[config.mk]
export PLATFORM = sky130hd
export DESIGN_NAME = perf_event_counter
export DESIGN_NICKNAME = d
export VERILOG_FILES = /design/src/rtl/perf_event_counter.sv
export SDC_FILE = /design/constraint.sdc
export NUM_CORES = 1
export LEC_CHECK = 0
export CORE_ASPECT_RATIO = 1.75
export CORE_MARGIN = 4
export CORE_UTILIZATION = 45
export CTS_CLUSTER_SIZE = 25
export DETAILED_ROUTE_END_ITERATION = 6
export PLACE_DENSITY = 0.62
export SLEW_MARGIN = 10
export SYNTH_ARGS = -nofsm -noshare
export SYNTH_HDL_FRONTEND = slang
export SYNTH_SLANG_ARGS = --single-unit
[constraint.sdc]
create_clock -name clk_i -period 19.6 [get_ports clk_i]
set_input_delay 4.9 -clock clk_i [delete_from_list [all_inputs] [get_ports clk_i]]
set_output_delay 4.9 -clock clk_i [all_outputs]
set_load 0.01 [all_outputs]
[src/rtl/perf_event_counter.sv]
// Performance-event counter bank: per-channel event counts plus run-cycle count, atomic snapshot, shadow read port.
// Latency: events reach the live counters 1 edge later; snapshot 1 edge; read data/ack 1 cycle after request.
// No backpressure: every read request is acked next cycle. Optional macro PERF_SATURATE_EN selects saturating counters.
module perf_event_counter #(
   parameter int NUM_CH      = 4,
   parameter int CNT_W       = 32,
   parameter int CYCLE_LIMIT = 30,
   localparam int SEL_W      = $clog2(NUM_CH + 1)
) (
   input  logic              clk_i,
   input  logic              rst_i,
   input  logic              start_i,
   input  logic [NUM_CH-1:0] event_i,
   input  logic              clr_i,
   input  logic              snap_i,
   input  logic              rd_req_i,
   input  logic [SEL_W-1:0]  rd_sel_i,
   output logic              rd_ack_o,
   output logic [CNT_W-1:0]  rd_data_o,
   output logic              rd_err_o,
   output logic [NUM_CH-1:0] ovf_o,
   output logic              done_o
);

   localparam logic [CNT_W-1:0] ONES      = {CNT_W{1'b1}};
   localparam logic [CNT_W-1:0] ONE       = CNT_W'(1);
   localparam bit               HAS_LIMIT = (CYCLE_LIMIT != 0);
   localparam logic [CNT_W-1:0] LIMIT_M1  = CNT_W'(CYCLE_LIMIT - 1);

   logic [CNT_W-1:0]  cnt_q [NUM_CH];
   logic [CNT_W-1:0]  cnt_d [NUM_CH];
   logic [CNT_W-1:0]  cyc_q, cyc_d;
   logic [NUM_CH-1:0] ovf_q, ovf_d;
   logic              done_q, done_d;
   logic [CNT_W-1:0]  shd_q [NUM_CH+1];
   logic [CNT_W-1:0]  shd_d [NUM_CH+1];
   logic              rd_ack_q, rd_ack_d;
   logic [CNT_W-1:0]  rd_data_q, rd_data_d;
   logic              rd_err_q, rd_err_d;
   logic              active;

   // Live counter next state: clear beats counting; counting only while started and budget not reached.
   always_comb begin
      active = start_i & ~done_q;
      cnt_d  = cnt_q;
      cyc_d  = cyc_q;
      ovf_d  = ovf_q;
      done_d = done_q;
      if (clr_i) begin
         for (int k = 0; k < NUM_CH; k++) begin
            cnt_d[k] = '0;
         end
         cyc_d  = '0;
         ovf_d  = '0;
         done_d = 1'b0;
      end else if (active) begin
         for (int k = 0; k < NUM_CH; k++) begin
            if (event_i[k]) begin
               if (cnt_q[k] == ONES) begin
                  ovf_d[k] = 1'b1;
`ifdef PERF_SATURATE_EN
                  cnt_d[k] = ONES;
`else
                  cnt_d[k] = '0;
`endif
               end else begin
                  cnt_d[k] = cnt_q[k] + ONE;
               end
            end
         end
         if (cyc_q == ONES) begin
`ifdef PERF_SATURATE_EN
            cyc_d = ONES;
`else
            cyc_d = '0;
`endif
         end else begin
            cyc_d = cyc_q + ONE;
         end
         if (HAS_LIMIT && (cyc_q == LIMIT_M1)) begin
            done_d = 1'b1;
         end
      end
   end

   // Shadow capture takes the pre-edge live values, so same-cycle increments and clears are excluded.
   always_comb begin
      shd_d = shd_q;
      if (snap_i) begin
         for (int k = 0; k < NUM_CH; k++) begin
            shd_d[k] = cnt_q[k];
         end
         shd_d[NUM_CH] = cyc_q;
      end
   end

   // Read port: ack pulses one cycle per request; data and error hold until the next ack.
   always_comb begin
      rd_ack_d  = rd_req_i;
      rd_data_d = rd_data_q;
      rd_err_d  = rd_err_q;
      if (rd_req_i) begin
         if (int'(rd_sel_i) <= NUM_CH) begin
            rd_data_d = shd_q[rd_sel_i];
            rd_err_d  = 1'b0;
         end else begin
            rd_data_d = '0;
            rd_err_d  = 1'b1;
         end
      end
   end

   // State registers; reset clears everything including shadows and the read outputs.
   always_ff @(posedge clk_i or posedge rst_i) begin
      if (rst_i) begin
         for (int k = 0; k < NUM_CH; k++) begin
            cnt_q[k] <= '0;
         end
         for (int k = 0; k <= NUM_CH; k++) begin
            shd_q[k] <= '0;
         end
         cyc_q     <= '0;
         ovf_q     <= '0;
         done_q    <= 1'b0;
         rd_ack_q  <= 1'b0;
         rd_data_q <= '0;
         rd_err_q  <= 1'b0;
      end else begin
         cnt_q     <= cnt_d;
         shd_q     <= shd_d;
         cyc_q     <= cyc_d;
         ovf_q     <= ovf_d;
         done_q    <= done_d;
         rd_ack_q  <= rd_ack_d;
         rd_data_q <= rd_data_d;
         rd_err_q  <= rd_err_d;
      end
   end

   assign rd_ack_o  = rd_ack_q;
   assign rd_data_o = rd_data_q;
   assign rd_err_o  = rd_err_q;
   assign ovf_o     = ovf_q;
   assign done_o    = done_q;

endmodule

======== After elaboration in Yosys (flattened, before gate mapping) ========
Index checks and enable logic that the tools add are counted.
storage, ports and cells
  flip-flop bits (word level) ............. 359
  input bits .............................. 13
  output and inout bits ................... 39
  word-level logic and storage cells ...... 84
operators by class
  $add $sub $neg .......................... 5
  $lt $le $gt $ge ......................... 2
  eq/ne operators ......................... 6
  muxes and demuxes ....................... 31
  bitwise gates (word level) .............. 3
  reduce and logical (&&, ||, !) cells .... 19
operator list
  operator                                                          count
  32-bit 2-to-1 mux                                                 14
  128-bit 2-to-1 mux                                                2
  32-bit by 1-bit adder with 32-bit output, second input constant   5
  32-bit == test, second input constant                             5
  32-bit binary-select mux with 3-bit select                        1
  32-bit by 5-bit == test with 1-bit output, second input constant  1
  2-bit nonzero test                                                10
  1-bit 2-to-1 mux                                                  12
  3-bit AND reduction                                               4
  2-bit AND reduction                                               5
  4-bit 2-to-1 mux                                                  2
  4-bit >= comparator, second input constant                        1
  3-bit NOT with 4-bit output                                       1
  3-bit <= comparator, second input constant                        1
  1-bit AND                                                         1
  1-bit NOT                                                         1

======== Depth between registers and ports, before layout ========
Gate-level depths: netlist (run 1).
  depth in word-level cells ............... 5
  mapped depth ............................ 8
  mapped depth without buffers ............ 6

======== Worst setup path after synthesis (run 1) ========
OpenSTA, ideal clock, no wires.
  path type ............................... input port to flip-flop
  start ................................... in rd_sel_i[0]
  end ..................................... reg rd_data_q[10] (netlist: rd_data_o[10])
  setup time .............................. 126 ps
  arrival time ............................ 6577 ps
  required time ........................... 19474 ps
  slack ................................... 12898 ps
  cell stages on the path ................. 5
  buffers on the path ..................... 2
  cell sequence ........................... clkbuf_1 buf_1 mux4_2 a221oi_1 nor2_1
between the ends
  cells in the longest elaborated chain, start to end .. 5
  elaborated cells on any way between the ends .. 6
  classes of those cells .................. order compare (1); mux (4); bitwise (1)
ends and longest elaborated chain
  item                                                  line  text
  from (decl)                                           17    input logic [SEL_W-1:0] rd_sel_i,
  3-bit NOT with 4-bit output (not written as such)     104   rd_data_d = shd_q[rd_sel_i];
  32-bit binary-select mux with 3-bit select            104
  32-bit 2-to-1 mux (not written as such) (2 in a row)  104
  32-bit 2-to-1 mux (*)                                 103   if (int'(rd_sel_i) <= NUM_CH) begin
  to (signal assigned)                                  135   rd_data_q <= rd_data_d;
  to (decl)                                             38    logic [CNT_W-1:0] rd_data_q, rd_data_d;
Mark *: on every way between the ends. The rest lies on a longest branch, timed or not. The select of a mux whose other input is x is not followed.
A chain may end at the register's enable or synchronous reset.

======== Final worst setup path (run 1) ========
  start ................................... in clr_i
  end ..................................... reg cnt_q[29] (netlist name)
between the ends
  cells in the longest elaborated chain, start to end .. 2
  elaborated cells on any way between the ends .. 4
  classes of those cells .................. mux (1); reduce/logical (3)
ends and longest elaborated chain
  item                                  line  text
  from (decl)                           14    input logic clr_i,
  2-bit nonzero test (no source line)   n/a
  2-bit AND reduction (no source line)  n/a
  to (signal assigned)                  129   cnt_q <= cnt_d;
  to (decl)                             30    logic [CNT_W-1:0] cnt_q [NUM_CH];
Several ways; a longest one is shown, not always the timed one.

==> impl_results.md, run 1 <==
* Synthesized area at roughly 17000 um^2
* Final worst path period share at 38.2%
* Post-CTS Resized at 0
* Final Hold Fails at 0
* Final Setup Violations at 0
* Initial detailed-routing violation count at roughly 700
* P_int at roughly 1200 uW
* Clock buffer depth at 3
* Via-to-Cell Ratio at around 5.9
* Dpl ws at 11.64 ns
* Post-route ant nets at 0
* Placed wire-length estimate at around 32000 um
* Setup Skew at about 0.01 ns
* Sequential area share after synthesis at a little over half
* Sw power at about 350 uW
* Largest net degree at the start of global routing at around 110
* CTS Root Cell: clkbuf_16
* Pwr dens at 83.5 nW/um^2
* Routed WL at between 40000 and 50000 um
* Die ar. at between 40000 and 50000 um^2
* Comb power frac at ~5.2%
* Startpoint types: input pin
* Syn avg cell area at ~11 um^2
* Slew @ Worst Pin at 1.07 ns
* Post-layout util at between 50% and 60%
* H-tree depth at 2
* Post-route minimum period at between 7 and 8 ns
* Area grow syn2layout at 12.8%
* Mapped Nets at between 1000 and 1500
* RSZ-0062 raised after global routing: false
* Synth unique cells at 66
* Avg WL per Cell at 21.8 um
* Port Buffers at 51
* Mapped Cells at 1472
* Hold Path Class: reg2reg
* Drt drc at 0
* Req. time, crit path at about 20 ns
* VDD IR max at 0.0000449 V
* Setup Fix Bufs, Post-CTS at 0
* Max_slew headroom at between 20% and 30%
* GR Util All Layers at a little over a fifth
* Clock sink count at about 360
* CP max FO at 39
* Total vias in the final route at between 10000 and 15000
* Starting Density at roughly 46%
* Die width at between 150 and 200 um
* Main flop type after synthesis: dfrtp_1
* Seq pwr share at a little under half
* MaxCap Viol Count at 0
* Critical Path Sink Type: flip-flop
* IO Count at between 50 and 60
* Leak at roughly 0.0083 uW
* Clock-pin slew on the worst setup and hold paths at roughly 0.060 ns
* Synth warn at 0
* Max Clk Rate at around 130 MHz
* Die H at 264 um
* First-pass GRT wire length at 69100 um
* Layout net count at between 1500 and 2000
* Final Slew Violations at 0
* Clock power frac at between 40% and 50%
* Yosys reg bits at between 300 and 400
* Rows at between 90 and 100
* Final hold slack at around 0.50 ns
* Critical path class: in2reg
* DR pass1 iterations at 4
* Core Area at 36900 um^2
* Antenna violations before repair at 0
* Total negative slack for setup checks at 0 ns
* Number of CTS-inserted buffers at 34
* CTS tree: yes
* Async SR Flop Fraction at 100%
* Global route overflow at 0
* Hold buffers post-CTS at 0
* Status: finished, final reports clean
* Ant diodes at 0
* Switching share of power at roughly 22%
* Min setup slack post-route at approximately 12 ns
* Share of layout cells above drive strength 1 at approximately a fifth
* Critical Path AT at slightly below 8 ns
* Clk Latency, worst-skew pair at 0.53 ns
* Final RePlAce weighted congestion at around 0.9
* Vias in the first global route at around 12000
* Post-synth EDFFs at 0
per-stage QoR:
step           cells  total power, uW  instance area (um^2)
2_1_floorplan   1472              824                 16800
3_3_place_gp    1940              856                 17700
3_5_place_dp    1940              857                 17700
4_1_cts         2002             1600                 19000
5_1_grt         2002             1640                 19000
6_report        2002             1580                 19000
final timing paths:
check	from	end	slack [ns]	cells past startpoint
worst max-delay path	clr_i	cnt_q[29]	12.10	7
worst min-delay path	rd_data_o[21]	rd_data_o[21]	0.50	2
worst max register to register	cnt_q[100]	cnt_q[104]	16.60	7
worst min register to register	rd_data_o[21]	rd_data_o[21]	0.50	2
max in group asynchronous	rst_i	shd_q[94]	12.47	4
min in group asynchronous	rst_i	rd_data_o[12]	4.85	2
registers in the layout, summed over array words and instances, names as in the netlist:
signal / count
done_o: 1
rd_data_o: 32
rd_ack_o: 1
rd_err_o: 1
ovf_o: 4
cyc_q: 32
cnt_q: 128
shd_q: 160
per-layer routing:
| layer | global-route usage, % | vias to the layer above | wire (um) |
|---|---|---|---|
| li1 | - | 5361 | - |
| met1 | 24.2 | 5965 | 16100 |
| met2 | 39.5 | 269 | 23700 |
| met3 | 2.43 | 127 | 1260 |
| met4 | 11.4 | 0 | 2600 |
| met5 | 0 | - | 0 |
cells in the final DEF (no fill, tap or decap), types with 19 or more instances in the layout:
master and count:
xor2_1 66, mux2_2 161, nand2_1 67, a21oi_1 23, xnor2_1 55, o21ai_0 23, clkdlybuf4s50_1 48, nor2_1 225
clkbuf_16 37, dfrtp_1 359, nand4_1 57, nand3_1 71, buf_4 19, nor3_1 27, nor4_1 33, a221oi_1 32
mux4_2 32, inv_1 25
power by group through the flow:
stage | logic (uW) | registers, uW | clock network, uW
detailed placement | 84.2 | 772 | 0
finish | 82.1 | 758 | 744
CTS | 84.2 | 758 | 760
global placement | 83.6 | 772 | 0
floorplan | 51.5 | 773 | 0
global route | 91.1 | 759 | 787
synth_stat cells, types with 6 or more instances:
cell type | instances | share of area (%)
and4_1 | 13 | 0.68
xnor2_1 | 55 | 2.9
nor3_1 | 28 | 0.83
or4_1 | 6 | 0.27
and3_1 | 18 | 0.67
dfrtp_1 | 359 | 53
inv_1 | 26 | 0.58
nor2_1 | 225 | 5.0
nor4_1 | 33 | 1.2
a31oi_1 | 6 | 0.22
nand2_1 | 67 | 1.5
mux4_2 | 32 | 4.3
nand4_1 | 57 | 2.1
a221oi_1 | 32 | 1.7
ha_1 | 6 | 0.45
a21oi_1 | 23 | 0.68
o21ai_0 | 23 | 0.68
clkbuf_1 | 57 | 1.3
or3_1 | 15 | 0.56
mux2_2 | 161 | 11
nand3_1 | 71 | 2.1
xor2_1 | 66 | 3.4
buf_2 | 9 | 0.27
layout make-up:
class	instances	area, um^2
multi-input combinational	1010	7390
sequential	359	8980
clock buffer	47	1000
clock inverter	15	262
inverter	26	105
tap	475	594
timing repair buffer	70	644
fill	3194	17900
logic make-up after synthesis:
family	synth area share, %
and+or+nand+nor	16.7
buffers and inverters	2.74
DFF	53.4
AOI/OAI and AO/OA	5.11
xor gates and xnor gates	6.30
adders and majority gates	0.446
muxes	15.3
worst max-delay path: stages:
cell,delay [ns]
clkdlybuf4s50_1,0.46
buf_4,0.37
inv_1,0.50
a21oi_1,0.92
nand3_1,0.24
or3_1,0.36
a21oi_1,0.15
Note: power is estimated with default switching activity, not from simulation.
==> inputs of run 2 (changes only) <==
clock period = 7.6 ns   (was 19.6 ns; I/O delays follow)
==> run 2 against run 1 <==
Net effect:
- worst hold slack better by 0.0019 ns
- non-clock buffer count shrank 1
- power grew 140%
- combinational power grew to 2.6 times the previous value
- first-iteration DRC count is 4.8% higher
- count of clock-buffer cells in the layout rose by 5
- clock skew increased by 0.0035 ns
- critical endpoint unchanged
- largest power group unchanged
==> impl_results.md, run 2 (synthesized netlist as in run 1, its figures left out) <==
* H-tree depth at 2 (unchanged)
* Req. time, crit path at 8.05 ns (-11.99 ns)
* Critical path class: in2reg
* Max reg flops at 160 (unchanged)
* Max Clk Rate at around 220 MHz
* Number of CTS-inserted buffers at 34 (unchanged)
* Post-CTS Resized at 0 (unchanged)
* Post-route ant nets at 0 (unchanged)
* Commonest cells after routing, fill and taps aside: dfrtp_1, nor2_1, mux2_2
* Clock buffer depth at 3 (unchanged)
* Total vias in the final route at 11700 (+0.085%)
* Final RePlAce weighted congestion at 0.888 (-2.1%)
* Cell Area, Placed at 17700 um^2 (about the same)
* Starting Density at 45.6% (unchanged)
* Startpoint types: input pin
* Post-route minimum period at between 4 and 5 ns
* Final cell count without fillers at 1995 (-0.35%)
* Avg WL per Cell at 21.9 um (+0.38%)
* DR pass1 iterations at 5 (+1)
* Die width at 154 um (unchanged)
* Rows at 93 (unchanged)
* RSZ-0062 raised after global routing: false
* Placed wire-length estimate at 31400 um (-0.73%)
* CTS tree: yes
* CP max FO at 39 (unchanged)
* Port Buffers at 51 (unchanged)
* Cell area after layout at 18800 um^2 (-0.97%)
* MaxCap Viol Count at 0 (unchanged)
* Share of layout cells above drive strength 1 at 18.0% (-0.70 points)
* Global route overflow at 0 (unchanged)
* Final Setup Violations at 0 (unchanged)
* Final hold slack at 0.503 ns (+0.00194 ns)
* Commonest non-fill, non-tap cell in the layout: dfrtp_1
* Placed Instances at 1939 (-0.052%)
* FF-to-FF End: cyc_q[10]
* Area grow syn2layout at 11.7%
* Post-layout util at 51.0% (-0.50 points)
* Worst Hold Depth at 2 (unchanged)
* Routed WL at 43700 um (about the same)
* Reg2Reg Depth at 5 (-2)
* Pwr dens at 205 nW/um^2 (+150%)
* Setup Fix Bufs, Post-CTS at 0 (unchanged)
* Leak at 0.00824 uW (-1.1%)
* Die H at 264 um (unchanged)
* Critical Path Sink Type: flip-flop
* Final worst path period share at between 50% and 60%
* GR Util All Layers at 21.5% (about the same)
* Largest net degree at the start of global routing at 170 (+57%)
* Largest registers: shd_q: 160 flops, cnt_q: 128 flops
* Die ar. at 40700 um^2 (unchanged)
* Final Hold Fails at 0 (unchanged)
* Most flop-heavy register: shd_q
* Worst reg2reg setup slack at 4.90 ns (-11.70 ns)
* First-pass GRT wire length at 69100 um (about the same)
* IO Count at 52 (unchanged)
* Hold Path Class: reg2reg
* Hold wc startpoint: rd_data_o[30]
* Vias in the first global route at 12100 (-0.091%)
* Setup Skew at 0.0135 ns (+0.00351 ns)
* Clk Latency, worst-skew pair at 0.53 ns (about the same)
* Hold buffers post-CTS at 0 (unchanged)
* Antenna violations before repair at 0 (unchanged)
* Clock sink count at 359 (unchanged)
* Max_slew headroom at 30.2% (+1.5 points)
* Ant diodes at 0 (unchanged)
* Reg2reg start: cyc_q[15]
* Initial detailed-routing violation count at 736 (+4.8%)
* Drt drc at 0 (unchanged)
* Status: finished, final reports clean
* Final Slew Violations at 0 (unchanged)
* Total negative slack for setup checks at 0 ns (unchanged)
* Critical Path AT at 4.90 ns (-3.04 ns)
* Layout net count at 1519 (-0.066%)
* Clock-pin slew on the worst setup and hold paths at 0.06 ns (about the same)
* Hold endpoint: rd_data_o[30]
* VDD IR max at 0.000105 V (+130%)
* Core Area at 36900 um^2 (unchanged)
* Via-to-Cell Ratio at 5.88 (+0.44%)
* Slew @ Worst Pin at 1.04 ns (-0.0330 ns)
* CTS Root Cell: clkbuf_16
==> run 2: changes by cell type in the layout (fill, tap and decap cells not counted) <==
| cell | change |
|---|---|
| clkinvlp_4 | -1 |
| bufinv_16 | -6 |
| buf_4 | -3 |
| inv_8 | -2 |
| clkinv_2 | -2 |
| buf_12 | +2 |
| clkbuf_1 | +5 |
==> run 2: layer usage <==
metal / vias up / share of wire, % / wire length, um / GRT usage [%]
li1: 5354 / - / - / -
met1: 6006 / 38 / 16500 / 24.4
met2: 259 / 54 / 23400 / 39.2
met3: 113 / 2.8 / 1200 / 2.28
met4: 0 / 5.9 / 2600 / 11.7
met5: - / 0 / 0 / 0
==> run 2: cell type report <==
cell class	instances	area [um^2]
Fill cell	3287	18100
Sequential cell	359	8980
Multi-Input combinational cell	1010	7390
Clock buffer	52	1020
Timing Repair Buffer	69	662
Tap cell	475	594
Inverter	26	101
Clock inverter	4	45.0
==> run 2: power breakdown <==
part | internal [uW] | switching, uW | total, uW
clock network | 959 | 719 | 1680
logic | 77.0 | 138 | 215
registers | 1930 | 20.4 | 1960
total | 2970 | 877 | 3850
==> run 2: worst max path at each step <==
stage	slack, ns	to	startpoint	depth (start not counted)
after global placement	2.61	cnt_q[29]	clr_i	7
final	3.15	cnt_q[29]	clr_i	7
after floorplan	0.89	cnt_q[0]	rst_i	1
after global routing	2.86	cnt_q[29]	clr_i	7
after detailed placement	2.58	cnt_q[29]	clr_i	7
after CTS	3.14	cnt_q[29]	clr_i	7
==> run 2: per-stage QoR <==
step | total power, uW | setup slack, ns
5_1_grt | 3990 | 2.86
6_report | 3850 | 3.15
2_1_floorplan | 2130 | 0.888
4_1_cts | 3900 | 3.14
3_5_place_dp | 2210 | 2.58
3_3_place_gp | 2210 | 2.61
==> run 2: critical path, stage by stage <==
cell and delay, ns:
clkdlybuf4s50_1 0.45, buf_4 0.38, inv_1 0.49, a21oi_1 0.90
nand3_1 0.24, or3_1 0.35, a21oi_1 0.16
==> inputs of run 3 (changes only) <==
clock period = 4.7 ns   (was 7.6 ns; I/O delays follow)
==> run 3 against run 2 <==
Net effect:
- count of clock-buffer cells in the layout is the same
- highest routed layer unchanged
- final cell count increased by 0.45%
- largest cell class unchanged
- first-iteration DRC count is 4.1% lower
- wire length up 0.68%
- die area unchanged
- sequential share of layout area shrank 0.32 points
==> impl_results.md, run 3 (synthesized netlist as in run 1, its figures left out) <==
* Status: finished, final reports clean
* Reg2reg start: cnt_q[32]
* Req. time, crit path at 5.09 ns (-2.96 ns)
* GR peak layer: met2
* Startpoint types: input pin
* Final hold slack at 0.502 ns (-0.000412 ns)
* Min setup slack post-route at 1.61 ns (-1.53 ns)
* Share of layout cells above drive strength 1 at 18.9% (+0.87 points)
* First-pass GRT wire length at 70200 um (+1.6%)
* Grt met3 use at 2.20% (-0.082 points)
* Total power draw at 6260 uW (+63%)
* Critical Path Sink Type: flip-flop
* Via-to-Cell Ratio at 5.87 (-0.14%)
* Most flop-heavy register: shd_q
* Hold wc startpoint: shd_q[33]
* Largest net degree at the start of global routing at 98 (-42%)
* Fill cells at 3199 (-2.7%)
* MaxCap Viol Count at 0 (unchanged)
* Initial detailed-routing violation count at 706 (-4.1%)
* Register area at 8980 um^2 (unchanged)
* Final Setup Violations at 0 (unchanged)
* Dpl ws at 1.11 ns (-1.47 ns)
* Leak at 0.00831 uW (+0.86%)
* Rows at 93 (unchanged)
* Antenna violations before repair at 0 (unchanged)
* Max_slew headroom at 36.8% (+6.6 points)
* Pwr dens at 331 nW/um^2 (+62%)
* Vias in the first global route at 12100 (-0.59%)
* Final worst path period share at 65.7%
* VDD IR max at 0.000214 V (+100%)
* Post-route minimum period at 3.09 ns
* Final RePlAce weighted congestion at 0.958 (+8.0%)
* CP max FO at 16 (-59%)
* CTS tree: yes
* Commonest non-fill, non-tap cell in the layout: dfrtp_1
* GR Util All Layers at 21.8% (+0.29 points)
* Clk Latency, worst-skew pair at 0.52 ns (about the same)
* Hold buffers post-CTS at 0 (unchanged)
* CP peak stage delay at 0.68 ns (-0.22 ns)
* Clock-pin slew on the worst setup and hold paths at 0.06 ns (about the same)
* Port Buffers at 51 (unchanged)
* Starting Density at 45.6% (unchanged)
* Final Hold Fails at 0 (unchanged)
* Die width at 154 um (unchanged)
* Placed wire-length estimate at 31500 um (+0.44%)
* CTS Root Cell: clkbuf_16
* Routed WL at 44000 um (+0.68%)
* Max reg flops at 160 (unchanged)
* Core Area at 36900 um^2 (unchanged)
* Launch point of the worst path: clr_i
* RSZ-0062 raised after global routing: false
* Setup Skew at 0.0168 ns (+0.00331 ns)
* Worst reg2reg setup slack at 1.86 ns (-3.04 ns)
* Total vias in the final route at 11800 (+0.32%)
* Slew @ Worst Pin at 0.943 ns (-0.0938 ns)
* Global route overflow at 0 (unchanged)
* Hold Path Class: reg2reg
* Setup Fix Bufs, Post-CTS at 0 (unchanged)
* Clock sink count at 359 (unchanged)
* Ant diodes at 0 (unchanged)
* Die ar. at 40700 um^2 (unchanged)
* Commonest cells after routing, fill and taps aside: dfrtp_1, nor2_1, mux2_2
* Post-CTS Resized at 0 (unchanged)
* Critical Path AT at 3.47 ns (-1.43 ns)
* Largest registers: shd_q: 160 flops, cnt_q: 128 flops
* Clock buffer depth at 3 (unchanged)
* CP top delay family: buffers and inverters
* Worst Path Buf+Inv at 3 (unchanged)
* Crit-path cells: clkdlybuf4s50_1 > inv_1 > buf_4 > a211o_1 > nor4_1 > xnor2_1 > nor2_1
* GR Util met1 at 25.4% (+1.0 points)
* Avg WL per Cell at 21.9 um (+0.23%)
* DR pass1 iterations at 5 (unchanged)
* Number of CTS-inserted buffers at 35 (+2.9%)
* Area grow syn2layout at 12.5%
* Critical path class: in2reg
* CP max stage cell: clkdlybuf4s50_1
* Layout net count at 1529 (+0.66%)
* Max Clk Rate at ~320 MHz
* Final Slew Violations at 0 (unchanged)
* IO Count at 52 (unchanged)
* Die H at 264 um (unchanged)
* Multi-input gate area at 7390 um^2 (about the same)
* Total negative slack for setup checks at 0 ns (unchanged)
* M2 GR Usage at 40.3% (+1.1 points)
* Post-route ant nets at 0 (unchanged)
* H-tree depth at 2 (unchanged)
* Drt drc at 0 (unchanged)
-- run 3: cell types whose count changed in the layout (fill, tap and decap cells not counted) --
cell        before  now
buf_12           2    4
buf_4           16   23
clkinvlp_4       1    2
bufinv_16        1    0
nor3_1          27   26
clkbuf_8         4    9
nor3_2           1    2
clkbuf_1        11    6
-- run 3: layer usage --
| layer | routed length [um] | share of wire, % | vias up |
|---|---|---|---|
| li1 | - | - | 5357 |
| met1 | 16500 | 38 | 6033 |
| met2 | 24000 | 55 | 282 |
| met4 | 2010 | 4.6 | 0 |
| met3 | 1420 | 3.2 | 97 |
| met5 | 0 | 0 | - |
-- run 3: metrics by stage --
stage	util [%]	std cells	cell area [um^2]
floorplan	-	1472	16800
global placement	48.3	1948	17800
detailed placement	48.3	1948	17800
CTS	51.3	2004	18900
global route	51.3	2004	18900
finish	51.3	2004	18900
-- run 3: final timing paths --
path                             end  depth (start not counted)
max in group asynchronous  cnt_q[33]                          3
setup reg to reg           cnt_q[53]                          7
min in group asynchronous  shd_q[12]                          2
hold / removal             shd_q[33]                          1
setup / recovery           cnt_q[79]                          7
hold reg to reg            shd_q[33]                          1
-- run 3: power by group --
group	leakage [uW]	switching, uW	internal [uW]
combinational	0.00282	225	129
clock	0.000540	1170	1570
sequential	0.00495	33.5	3130
total	0.00831	1430	4830
-- run 3: cell type report --
class / instances / area share, %
well taps: 475 / 3.14
repair buffers: 78 / 3.99
multi-input cells: 1010 / 39.1
clock buffers: 52 / 5.67
flip-flops and latches: 359 / 47.5
inverters: 26 / 0.536
clock inverters: 4 / 0.119
